$ cat config.mk
export PLATFORM = sky130hd
export DESIGN_NAME = control_unit
export DESIGN_NICKNAME = d
export VERILOG_FILES = /design/src/rtl/cpu_pkg.sv /design/src/rtl/ctrl_decode.sv /design/src/rtl/control_unit.sv
export SDC_FILE = /design/constraint.sdc
export NUM_CORES = 1
export LEC_CHECK = 0
export ABC_AREA = 1
export CORE_UTILIZATION = 30
export CTS_BUF_LIST = sky130_fd_sc_hd__clkbuf_4
export DETAILED_ROUTE_END_ITERATION = 8
export GPL_TIMING_DRIVEN = 0
export PLACE_DENSITY_LB_ADDON = 0.3
export SLEW_MARGIN = 15
export SYNTH_ARGS = -nofsm -noshare
export SYNTH_HDL_FRONTEND = slang
export SYNTH_SLANG_ARGS = --single-unit
$ cat constraint.sdc
create_clock -name clock -period 1.7 [get_ports clock]
set_input_delay 0.34 -clock clock [delete_from_list [all_inputs] [get_ports clock]]
set_output_delay 0.34 -clock clock [all_outputs]
set_load 0.02 [all_outputs]
$ cat src/rtl/cpu_pkg.sv
// cpu_pkg: shared definitions for the hardwired control sequencer.
//   - opcode values (ir[31:27])
//   - state encoding; the numeric codes are visible on present_state
//   - ctrl_t, the packed vector of every strobe the sequencer drives
//   - op_class(), which groups opcodes by the step sequence they follow
package cpu_pkg;

  localparam int OPC_W = 5;

  localparam logic [OPC_W-1:0] OPC_LD   = 5'b00000;
  localparam logic [OPC_W-1:0] OPC_LDI  = 5'b00001;
  localparam logic [OPC_W-1:0] OPC_ST   = 5'b00010;
  localparam logic [OPC_W-1:0] OPC_ADD  = 5'b00011;
  localparam logic [OPC_W-1:0] OPC_SUB  = 5'b00100;
  localparam logic [OPC_W-1:0] OPC_AND  = 5'b00101;
  localparam logic [OPC_W-1:0] OPC_OR   = 5'b00110;
  localparam logic [OPC_W-1:0] OPC_ADDI = 5'b01100;
  localparam logic [OPC_W-1:0] OPC_JR   = 5'b10100;
  localparam logic [OPC_W-1:0] OPC_NOP  = 5'b11010;
  localparam logic [OPC_W-1:0] OPC_HALT = 5'b11011;

  typedef enum logic [3:0] {
    ST_RESET = 4'd0,
    ST_T0    = 4'd1,
    ST_T1    = 4'd2,
    ST_T2    = 4'd3,
    ST_T3    = 4'd4,
    ST_T4    = 4'd5,
    ST_T5    = 4'd6,
    ST_T6    = 4'd7,
    ST_T7    = 4'd8,
    ST_HALT  = 4'd15
  } state_t;

  // Instruction groups that share an execute sequence.
  typedef enum logic [2:0] {
    CLS_NOP,   // nop and every undefined opcode
    CLS_ALU,   // add/sub/and/or
    CLS_IMM,   // addi/ldi
    CLS_LD,
    CLS_ST,
    CLS_JR,
    CLS_HALT
  } op_class_t;

  typedef struct packed {
    logic run;
    logic pc_out;
    logic pc_in;
    logic inc_pc;
    logic mar_in;
    logic mar_clear;
    logic mdr_in;
    logic mdr_out;
    logic md_read;
    logic read;
    logic write;
    logic ir_in;
    logic y_in;
    logic zlow_in;
    logic zlow_out;
    logic gra;
    logic grb;
    logic grc;
    logic r_in;
    logic r_out;
    logic ba_out;
    logic csign_out;
    logic alu_add;
    logic alu_sub;
    logic alu_and;
    logic alu_or;
  } ctrl_t;

  function automatic op_class_t op_class(input logic [OPC_W-1:0] op);
    case (op)
      OPC_ADD, OPC_SUB, OPC_AND, OPC_OR: op_class = CLS_ALU;
      OPC_ADDI, OPC_LDI:                 op_class = CLS_IMM;
      OPC_LD:                            op_class = CLS_LD;
      OPC_ST:                            op_class = CLS_ST;
      OPC_JR:                            op_class = CLS_JR;
      OPC_HALT:                          op_class = CLS_HALT;
      default:                           op_class = CLS_NOP;
    endcase
  endfunction

endpackage

$ cat src/rtl/ctrl_decode.sv
// ctrl_decode: purely combinational map from (state, opcode) to the full
// control vector. Everything not named for a state stays 0.
//   state  in   current sequencer state
//   opcode in   ir[31:27]; only meaningful from T3 onward
//   ctrl   out  strobes plus run
module ctrl_decode
  import cpu_pkg::*;
#(
  parameter int OPW = 5
) (
  input  state_t         state,
  input  logic [OPW-1:0] opcode,
  output ctrl_t          ctrl
);

  op_class_t cls;
  assign cls = op_class(opcode);

  always_comb begin
    ctrl = '0;
    case (state)
      ST_RESET: ctrl.mar_clear = 1'b1;
      ST_T0: begin
        ctrl.run     = 1'b1;
        ctrl.pc_out  = 1'b1;
        ctrl.mar_in  = 1'b1;
        ctrl.inc_pc  = 1'b1;
        ctrl.zlow_in = 1'b1;
      end
      ST_T1: begin
        ctrl.run      = 1'b1;
        ctrl.zlow_out = 1'b1;
        ctrl.pc_in    = 1'b1;
        ctrl.read     = 1'b1;
        ctrl.md_read  = 1'b1;
        ctrl.mdr_in   = 1'b1;
      end
      ST_T2: begin
        ctrl.run     = 1'b1;
        ctrl.mdr_out = 1'b1;
        ctrl.ir_in   = 1'b1;
      end
      ST_T3: begin
        ctrl.run = 1'b1;
        case (cls)
          CLS_ALU: begin
            ctrl.grb   = 1'b1;
            ctrl.r_out = 1'b1;
            ctrl.y_in  = 1'b1;
          end
          // BAout rather than Rout: R0 reads as zero here, so ldi rb=R0 loads C.
          CLS_IMM, CLS_LD, CLS_ST: begin
            ctrl.grb    = 1'b1;
            ctrl.ba_out = 1'b1;
            ctrl.y_in   = 1'b1;
          end
          CLS_JR: begin
            ctrl.gra   = 1'b1;
            ctrl.r_out = 1'b1;
            ctrl.pc_in = 1'b1;
          end
          default: ;
        endcase
      end
      ST_T4: begin
        ctrl.run = 1'b1;
        case (cls)
          CLS_ALU: begin
            ctrl.grc     = 1'b1;
            ctrl.r_out   = 1'b1;
            ctrl.zlow_in = 1'b1;
            ctrl.alu_add = (opcode == OPC_ADD);
            ctrl.alu_sub = (opcode == OPC_SUB);
            ctrl.alu_and = (opcode == OPC_AND);
            ctrl.alu_or  = (opcode == OPC_OR);
          end
          // Effective address / immediate sum: Y + sign-extended C.
          CLS_IMM, CLS_LD, CLS_ST: begin
            ctrl.csign_out = 1'b1;
            ctrl.alu_add   = 1'b1;
            ctrl.zlow_in   = 1'b1;
          end
          default: ;
        endcase
      end
      ST_T5: begin
        ctrl.run = 1'b1;
        case (cls)
          CLS_ALU, CLS_IMM: begin
            ctrl.zlow_out = 1'b1;
            ctrl.gra      = 1'b1;
            ctrl.r_in     = 1'b1;
          end
          CLS_LD, CLS_ST: begin
            ctrl.zlow_out = 1'b1;
            ctrl.mar_in   = 1'b1;
          end
          default: ;
        endcase
      end
      ST_T6: begin
        ctrl.run = 1'b1;
        case (cls)
          CLS_LD: begin
            ctrl.read    = 1'b1;
            ctrl.md_read = 1'b1;
            ctrl.mdr_in  = 1'b1;
          end
          // md_read stays 0 so the MDR input mux takes the bus, not memory.
          CLS_ST: begin
            ctrl.gra    = 1'b1;
            ctrl.r_out  = 1'b1;
            ctrl.mdr_in = 1'b1;
          end
          default: ;
        endcase
      end
      ST_T7: begin
        ctrl.run = 1'b1;
        case (cls)
          CLS_LD: begin
            ctrl.mdr_out = 1'b1;
            ctrl.gra     = 1'b1;
            ctrl.r_in    = 1'b1;
          end
          CLS_ST:  ctrl.write = 1'b1;
          default: ;
        endcase
      end
      default: ;  // HALT: everything low, run low
    endcase
  end

endmodule

$ cat src/rtl/control_unit.sv
// control_unit: hardwired fetch/decode/execute sequencer for the 32-bit
// datapath. Moore machine; strobes decode from present state and ir[31:27].
//   clock          in   rising-edge clock
//   clear          in   asynchronous active-low reset
//   ir             in   instruction register (valid from T3 on)
//   stop           in   level; sampled only in the last step of an
//                       instruction, where it redirects the next state to HALT
//   run            out  high in T0..T7
//   present_state  out  state code (RESET=0, T0..T7=1..8, HALT=15)
//   remaining outs      datapath / register-select / ALU strobes
module control_unit
  import cpu_pkg::*;
#(
  parameter int OPW = 5
) (
  input  logic        clock,
  input  logic        clear,
  input  logic [31:0] ir,
  input  logic        stop,
  output logic        run,
  output logic [3:0]  present_state,
  output logic        PCout,
  output logic        PCin,
  output logic        IncPC,
  output logic        MARin,
  output logic        MAR_clear,
  output logic        MDRin,
  output logic        MDRout,
  output logic        MD_read,
  output logic        Read,
  output logic        Write,
  output logic        IRin,
  output logic        Yin,
  output logic        Zlowin,
  output logic        Zlowout,
  output logic        Gra,
  output logic        Grb,
  output logic        Grc,
  output logic        Rin,
  output logic        Rout,
  output logic        BAout,
  output logic        Csignout,
  output logic        ADD,
  output logic        SUB,
  output logic        AND,
  output logic        OR
);

  state_t         state_q, state_d;
  logic [OPW-1:0] opcode;
  op_class_t      cls;
  logic           last_step;
  ctrl_t          ctrl;
  logic           unused_ir;

  assign opcode    = ir[31 -: OPW];
  assign cls       = op_class(opcode);
  assign unused_ir = ^ir[31-OPW:0];

  // Final step of each instruction group; the only place stop is honoured.
  always_comb begin
    last_step = 1'b0;
    case (state_q)
      ST_T3:   last_step = (cls == CLS_NOP) || (cls == CLS_JR);
      ST_T5:   last_step = (cls == CLS_ALU) || (cls == CLS_IMM);
      ST_T7:   last_step = 1'b1;
      default: last_step = 1'b0;
    endcase
  end

  always_comb begin
    state_d = state_q;
    if (state_q == ST_T3 && cls == CLS_HALT) begin
      state_d = ST_HALT;
    end else if (last_step) begin
      state_d = stop ? ST_HALT : ST_T0;
    end else begin
      case (state_q)
        ST_RESET: state_d = ST_T0;
        ST_T0:    state_d = ST_T1;
        ST_T1:    state_d = ST_T2;
        ST_T2:    state_d = ST_T3;
        ST_T3:    state_d = ST_T4;
        ST_T4:    state_d = ST_T5;
        ST_T5:    state_d = ST_T6;
        ST_T6:    state_d = ST_T7;
        default:  state_d = state_q;  // HALT holds until clear
      endcase
    end
  end

  always_ff @(posedge clock or negedge clear) begin
    if (!clear) state_q <= ST_RESET;
    else        state_q <= state_d;
  end

  // Outputs decode straight from state_q, so clear forces the reset strobe
  // pattern immediately without waiting for an edge.
  ctrl_decode #(.OPW(OPW)) u_decode (
    .state  (state_q),
    .opcode (opcode),
    .ctrl   (ctrl)
  );

  assign present_state = state_q;
  assign run       = ctrl.run;
  assign PCout     = ctrl.pc_out;
  assign PCin      = ctrl.pc_in;
  assign IncPC     = ctrl.inc_pc;
  assign MARin     = ctrl.mar_in;
  assign MAR_clear = ctrl.mar_clear;
  assign MDRin     = ctrl.mdr_in;
  assign MDRout    = ctrl.mdr_out;
  assign MD_read   = ctrl.md_read;
  assign Read      = ctrl.read;
  assign Write     = ctrl.write;
  assign IRin      = ctrl.ir_in;
  assign Yin       = ctrl.y_in;
  assign Zlowin    = ctrl.zlow_in;
  assign Zlowout   = ctrl.zlow_out;
  assign Gra       = ctrl.gra;
  assign Grb       = ctrl.grb;
  assign Grc       = ctrl.grc;
  assign Rin       = ctrl.r_in;
  assign Rout      = ctrl.r_out;
  assign BAout     = ctrl.ba_out;
  assign Csignout  = ctrl.csign_out;
  assign ADD       = ctrl.alu_add;
  assign SUB       = ctrl.alu_sub;
  assign AND       = ctrl.alu_and;
  assign OR        = ctrl.alu_or;

endmodule
==> results.py, run 1 <==
metrics = {
    "route": {
        "initialDrtViolationCount": 25,
        "vias": 1205,
        "via_per_inst": 5.021,
        "ant_nets": 0,
        "drt-total-wl_um": 3512,
        "drc_errors": 0,
        "wl_per_cell_um": 14.63,
        "dr.pass1.iters": 5,
    },
    "placed_design": {
        "dp.cells": 208,
        "preCtsSetupSlack_ns": -1.403,
        "gp_congestion": 0.8718,
        "io_buffers": 37,
        "dp_hpwl_um": 1928,
    },
    "yosys": {
        "avgSynthCellArea_um2": 5.617,
        "ys_warn_count": 0,
        "synth_top_area_cell": "nand2_1",
        "synth-xor-area-share": 0,
        "synth_top_area_share": 0.1848,
        "synth_seq_cells": 4,
        "synth-simple-area-share": 0.5924,
        "synth_area_leaders": "nand2_1 (18%), dfrtp_1 (13%), inv_1 (12%)",
        "synth_nets": 181,
        "synth_top_family_by_area": "simple AND/OR/NAND/NOR gates",
        "synth_cell_type_count": 19,
        "syn-cell-area_um2": 792.0,
        "muxShareOfSynthArea": 0,
        "synthAdderAreaFrac": 0.07899,
        "syn_inst": 141,
        "synth_compound_area_frac": 0.04581,
        "yosysSeqAreaShare": 0.1264,
    },
    "worst_setup_path": {
        "r2r-start": "present_state[2]",
        "critPathMaxStageDelay_ns": 0.22,
        "end_kind": "primary output",
        "startpoint": "ir[27]",
        "path_max_fanout": 6,
        "path_delay_family": "simple AND/OR/NAND/NOR gates",
        "critPathRequiredTime_ns": 1.36,
        "critPathLaunchType": "input pin",
        "critical_path_depth": 11,
        "r2r_cells": 11,
        "cp_data_arrival_time_ns": 1.70,
        "cp_slowest_cell": "ha_1",
        "worstSetupEndpoint": "AND",
        "crit_type": "input pin to primary output",
        "crit_chain": "buf_8, inv_4, ha_1, nand2_1, nand2_2, nand2_8, nand3_4, nor2_4, inv_4, nor3b_4, buf_6",
        "r2r-end": "present_state[3]",
        "r2r_setup_slack_ns": 0.01,
        "critPathBufInv": 4,
        "cp_common_cell": "inv_4",
    },
    "sta": {
        "rsz0062_at_grt": "yes",
        "max-slew-margin-rel": 0.7833,
        "skew_ns": 0.003281,
        "setup_viol": 21,
        "finalCriticalPeriod_ns": 2.040,
        "drv_slew": 0,
        "hold_viol": 0,
        "period_share": 1.200,
        "holdWs_ns": 0.3059,
        "fmaxAchievable_ghz": 0.4901,
        "setup_ws_ns": -0.3403,
        "worst_pin_slew_ns": 0.3239,
    },
    "floorplan": {
        "rows": 18,
        "num_io_pins": 65,
        "core_um2": 2477,
        "die_area_um2": 2849,
        "start_util": 0.3197,
        "die-width_um": 53.38,
        "die_y_um": 53.38,
    },
    "run": {
        "max_cap_violations": 0,
    },
    "pwr": {
        "peakVddDrop_uv": 1790,
        "power_leakage_nw": 0.9914,
        "power_density_nw_per_um2": 1130,
    },
    "finish": {
        "largest_reg_flops": 4,
        "nFillCells": 158,
        "final_cell_mix": "buf_6 (27), buf_4 (26), nand2_2 (18)",
        "nets": 252,
        "finalNonFillerCells": 240,
        "drive_gt1_frac": 0.7333,
        "final_common_cell": "buf_6",
        "antennaDiodeCount": 0,
        "area_growth_pct": 136.3,
    },
    "global_route": {
        "grt_pass1_wl_um": 4540,
        "grtUsageTotal": 0.2184,
        "antenna_found_initial": 0,
        "grt_max_degree": 7,
        "grt-ovfl-total": 0,
        "grt_pass1_vias": 1110,
    },
    "clock_network": {
        "clk_latency_ns": 0.23,
        "clkTransAtPathRegs_ns": 0.04,
        "cts_buffers": 3,
        "cts_tree": "yes",
        "ctsRootBufferMaster": "clkbuf_4",
        "cts_buffer_depth": 2,
        "cts_sinks": 4,
        "htree_levels": 1,
        "cts-hold-fix-buffers": 0,
    },
    "hold_path": {
        "hold_path_class": "input pin to async pin",
    },
    "status": {
        "violations": "negative setup slack",
        "status": "finished, violations left",
    },
}
## worst min-delay path by stage
stage                      from                to  slack [ns]  depth (start not counted)
after floorplan           clear  present_state[0]        0.04                          0
after global placement    clear  present_state[2]        0.55                          1
after detailed placement  clear  present_state[2]        0.55                          1
after CTS                 clear  present_state[2]        0.30                          1
after global routing      clear  present_state[2]        0.31                          1
final                     clear  present_state[2]        0.31                          1
## cell usage after synthesis, drive strengths merged
cell and instances:
nand2 45, inv 27, nor2 23, nand3 16, nor3 6, ha 5
dfrtp 4, o21ai 4, buf 3, nand4 3, a21oi 2, nor3b 2
a31oi 1
## where the power goes
group / leakage, nW / total, mW / switching [mW] / internal, mW
Clock: 0.0138 / 0.114 / 0.0351 / 0.0787
Sequential: 0.0428 / 0.240 / 0.0826 / 0.157
Combinational: 0.935 / 1.76 / 0.992 / 0.769
Total: 0.991 / 2.11 / 1.11 / 1.00
## logic make-up (layout without fill, tap and decap cells)
family          Yosys count  in the layout
simple gates             95             95
buf+inv                  30             99
compound gates            7              7
fa+ha+maj                 5              5
flops                     4              4
## what timing repair did
item | in CTS | in global routing
setup buffers | 19 | 10
endpoints found under the setup margin | 30 | 31
pin swaps | 18 | 20
hold endpoints to repair | 0 | 0
resized for setup | 208 | 43
## per-stage QoR
stage          power, mW  utilization  setup TNS, ns  cell area [um2]
6_report           2.115       0.7556         -5.252             1872
2_1_floorplan     0.9918            -        -0.5998            962.2
3_5_place_dp       1.459       0.5530         -31.21             1370
5_1_grt            2.265       0.7556         -6.995             1872
4_1_cts            1.884       0.6833         -4.732             1693
3_3_place_gp       1.444       0.5530         -30.16             1370
## metal layers
| layer | up-vias | global-route usage | part of all wire |
|---|---|---|---|
| met5 | - | 0 | 0 |
| met4 | 0 | 0.1272 | 0.028 |
| met3 | 10 | 0.02586 | 0.039 |
| met2 | 36 | 0.3854 | 0.53 |
| met1 | 585 | 0.2470 | 0.40 |
| li1 | 574 | - | - |
## layout make-up
cell class                      count  area (um2)  share of cell area
Tap cell                           30       37.54             0.02005
Timing Repair Buffer               66       608.1              0.3249
Inverter                           27       126.4             0.06751
Clock buffer                        3       22.52             0.01203
Buffer                              3       30.03             0.01604
Sequential cell                     4       105.1             0.05615
Multi-Input combinational cell    107       942.2              0.5033
No activity file was read; power rests on OpenSTA's default activity.
==> run 2, diff against run 1 <==
- SLEW_MARGIN: 15 -> 20
==> results of run 2 <==
Same layout as run 1: the final DEF is identical, and so are final timing and power.
==> run 3, diff against run 2 <==
- CORE_UTILIZATION: 30 -> 49
- DONT_BUFFER_PORTS: unset -> 1
==> run 3 against run 2 <==
Compared with the run above: the run still ends with negative setup slack left; worst hold slack lost 0.017 ns; cell area shrank 30%; sequential cell count is the same; total power shrank 22%; critical path depth shrank 5; fmax shrank 5.0%; die area shrank 37%; combinational power shrank 32%; global-route usage grew 6.0 points; first-iteration DRC count grew 44%; clock skew grew 0.0010 ns; critical endpoint is now SUB; largest cell class unchanged.
==> results.py, run 3 (synthesis results as in run 1) <==
metrics = {
    "finish": {
        "drive_gt1_frac": 0.6101,
        "area_growth_pct": 65.56,
        "nets": 201,
        "largest_reg_flops": 4,
        "nFillCells": 77,
        "final_common_cell": "nand2_1",
        "final_cell_mix": "nand2_1 (22), nand2_2 (15), inv_1 (13)",
        "antennaDiodeCount": 0,
        "fin_util": 0.8704,
    },
    "sta": {
        "fin_tns_setup_ns": -5.391,
        "setup_viol": 26,
        "skew_ns": 0.004282,
        "worst_pin_slew_ns": 0.6606,
        "period_share": 1.263,
        "rsz0062_at_grt": "yes",
        "setup_ws_ns": -0.4476,
        "hold_viol": 0,
        "holdWs_ns": 0.2893,
        "drv_slew": 0,
        "finalCriticalPeriod_ns": 2.148,
        "max-slew-margin-rel": 0.5549,
        "fmaxAchievable_ghz": 0.4656,
    },
    "route": {
        "vias": 1023,
        "drt-total-wl_um": 2836,
        "via_per_inst": 5.846,
        "wl_per_cell_um": 16.21,
        "drc_errors": 0,
        "dr.pass1.iters": 4,
        "initialDrtViolationCount": 36,
        "ant_nets": 0,
    },
    "global_route": {
        "grt_busiest_layer": "met2",
        "grt_max_degree": 9,
        "antenna_found_initial": 0,
        "met3_usage": 0.03448,
        "grt_pass1_vias": 871,
        "grtUsageTotal": 0.2786,
        "grt.met2_usage": 0.4985,
        "grt-ovfl-total": 0,
        "use_met1": 0.3432,
        "grt_pass1_wl_um": 3829,
    },
    "placed_design": {
        "dp_hpwl_um": 1673,
        "io_buffers": 0,
        "gp_congestion": 0.8205,
    },
    "clock_network": {
        "cts_buffers": 3,
        "cts_buffer_depth": 2,
        "clk_latency_ns": 0.23,
        "htree_levels": 1,
        "clkTransAtPathRegs_ns": 0.04,
        "ctsRootBufferMaster": "clkbuf_4",
        "cts_sinks": 4,
        "cts_tree": "yes",
    },
    "worst_setup_path": {
        "crit_chain": "inv_4, nor3_4, inv_2, nor2_4, inv_4, nor3_4",
        "end_kind": "primary output",
        "cp_slowest_cell": "dfrtp_2",
        "crit_type": "flop to primary output",
        "worstSetupEndpoint": "SUB",
        "critical_path_depth": 6,
        "critPathLaunchType": "flop",
        "r2r-start": "present_state[3]",
        "critPathBufInv": 3,
        "cp_data_arrival_time_ns": 1.81,
        "path_max_fanout": 6,
        "r2r-end": "present_state[2]",
        "startpoint": "present_state[0]",
        "r2r_cells": 10,
        "r2r_setup_slack_ns": -0.06,
        "critPathMaxStageDelay_ns": 0.53,
        "critPathRequiredTime_ns": 1.36,
        "path_delay_family": "simple AND/OR/NAND/NOR gates",
    },
    "pwr": {
        "clkPwrFrac": 0.067,
        "internal-power_mw": 0.6236,
        "seqPwrFrac": 0.217,
        "power_density_nw_per_um2": 1265,
        "switching_power_mw": 1.035,
        "total_power_mw": 1.659,
        "switching_share": 0.6240,
        "peakVddDrop_uv": 1299,
        "power_leakage_nw": 0.6570,
        "pwr-share-comb": 0.716,
    },
    "floorplan": {
        "rows": 14,
        "die_area_um2": 1781,
        "die_y_um": 42.21,
        "die-width_um": 42.21,
        "start_util": 0.5257,
        "num_io_pins": 65,
        "core_um2": 1506,
    },
    "run": {
        "max_cap_violations": 0,
    },
    "hold_path": {
        "hold_path_class": "input pin to flop",
    },
    "status": {
        "status": "finished, violations left",
        "violations": "negative setup slack",
    },
}
[run 3: changes by cell type in the layout (fill, tap and decap cells not counted), sizes merged]
cell           before  now
clkdlybuf4s50       3    0
dlygate4sd3         0    1
buf                60   17
dlymetal6s2s        2    0
clkbuf              6    3
dlygate4sd2         1    0
[run 3: per-layer routing]
layer	vias to the layer above	wire, um
met2	70	1454
li1	479	-
met3	11	214
met5	-	0
met4	0	86
met1	463	1080
[run 3: worst min path at each step]
stage                from               end  slack [ns]  cells after the start
global route         stop  present_state[3]        0.29                      2
CTS                  stop  present_state[3]        0.26                      2
global placement    clear  present_state[2]        0.04                      0
finish               stop  present_state[3]        0.29                      2
floorplan           clear  present_state[0]        0.04                      0
detailed placement  clear  present_state[2]        0.04                      0
[run 3: repair_timing]
item                       4_1_cts  5_1_grt
hold buffers                     1        0
gates resized for setup         36       23
pin swaps                       16       16
setup endpoints to repair       23       30
hold endpoints to repair         4        0
setup buffers                    9        7
[run 3: cell type report]
type                            instances  area (um2)  share of cell area
Multi-Input combinational cell        107       872.1              0.6651
Inverter                               27       131.4              0.1002
Timing Repair Buffer                   15       130.1             0.09924
Sequential cell                         4       105.1             0.08015
Buffer                                  3       30.03             0.02290
Clock buffer                            3       22.52             0.01718
Tap cell                               16       20.02             0.01527
[run 3: power by group through the flow]
stage          Combinational [mW]  Sequential, mW  Clock [mW]
3_5_place_dp                0.789           0.322           0
5_1_grt                      1.27           0.369       0.122
3_3_place_gp                0.767           0.320           0
6_report                     1.19           0.360       0.111
4_1_cts                     0.973           0.336       0.116
2_1_floorplan               0.693           0.299           0
[run 3: per-stage QoR]
step           instances  cell area [um2]  setup WS [ns]
4_1_cts              170             1197        -0.4686
2_1_floorplan        141            962.2        -0.1325
3_3_place_gp         157            982.2        -0.2638
6_report             175             1311        -0.4476
3_5_place_dp         157            982.2        -0.2878
5_1_grt              175             1311        -0.5218
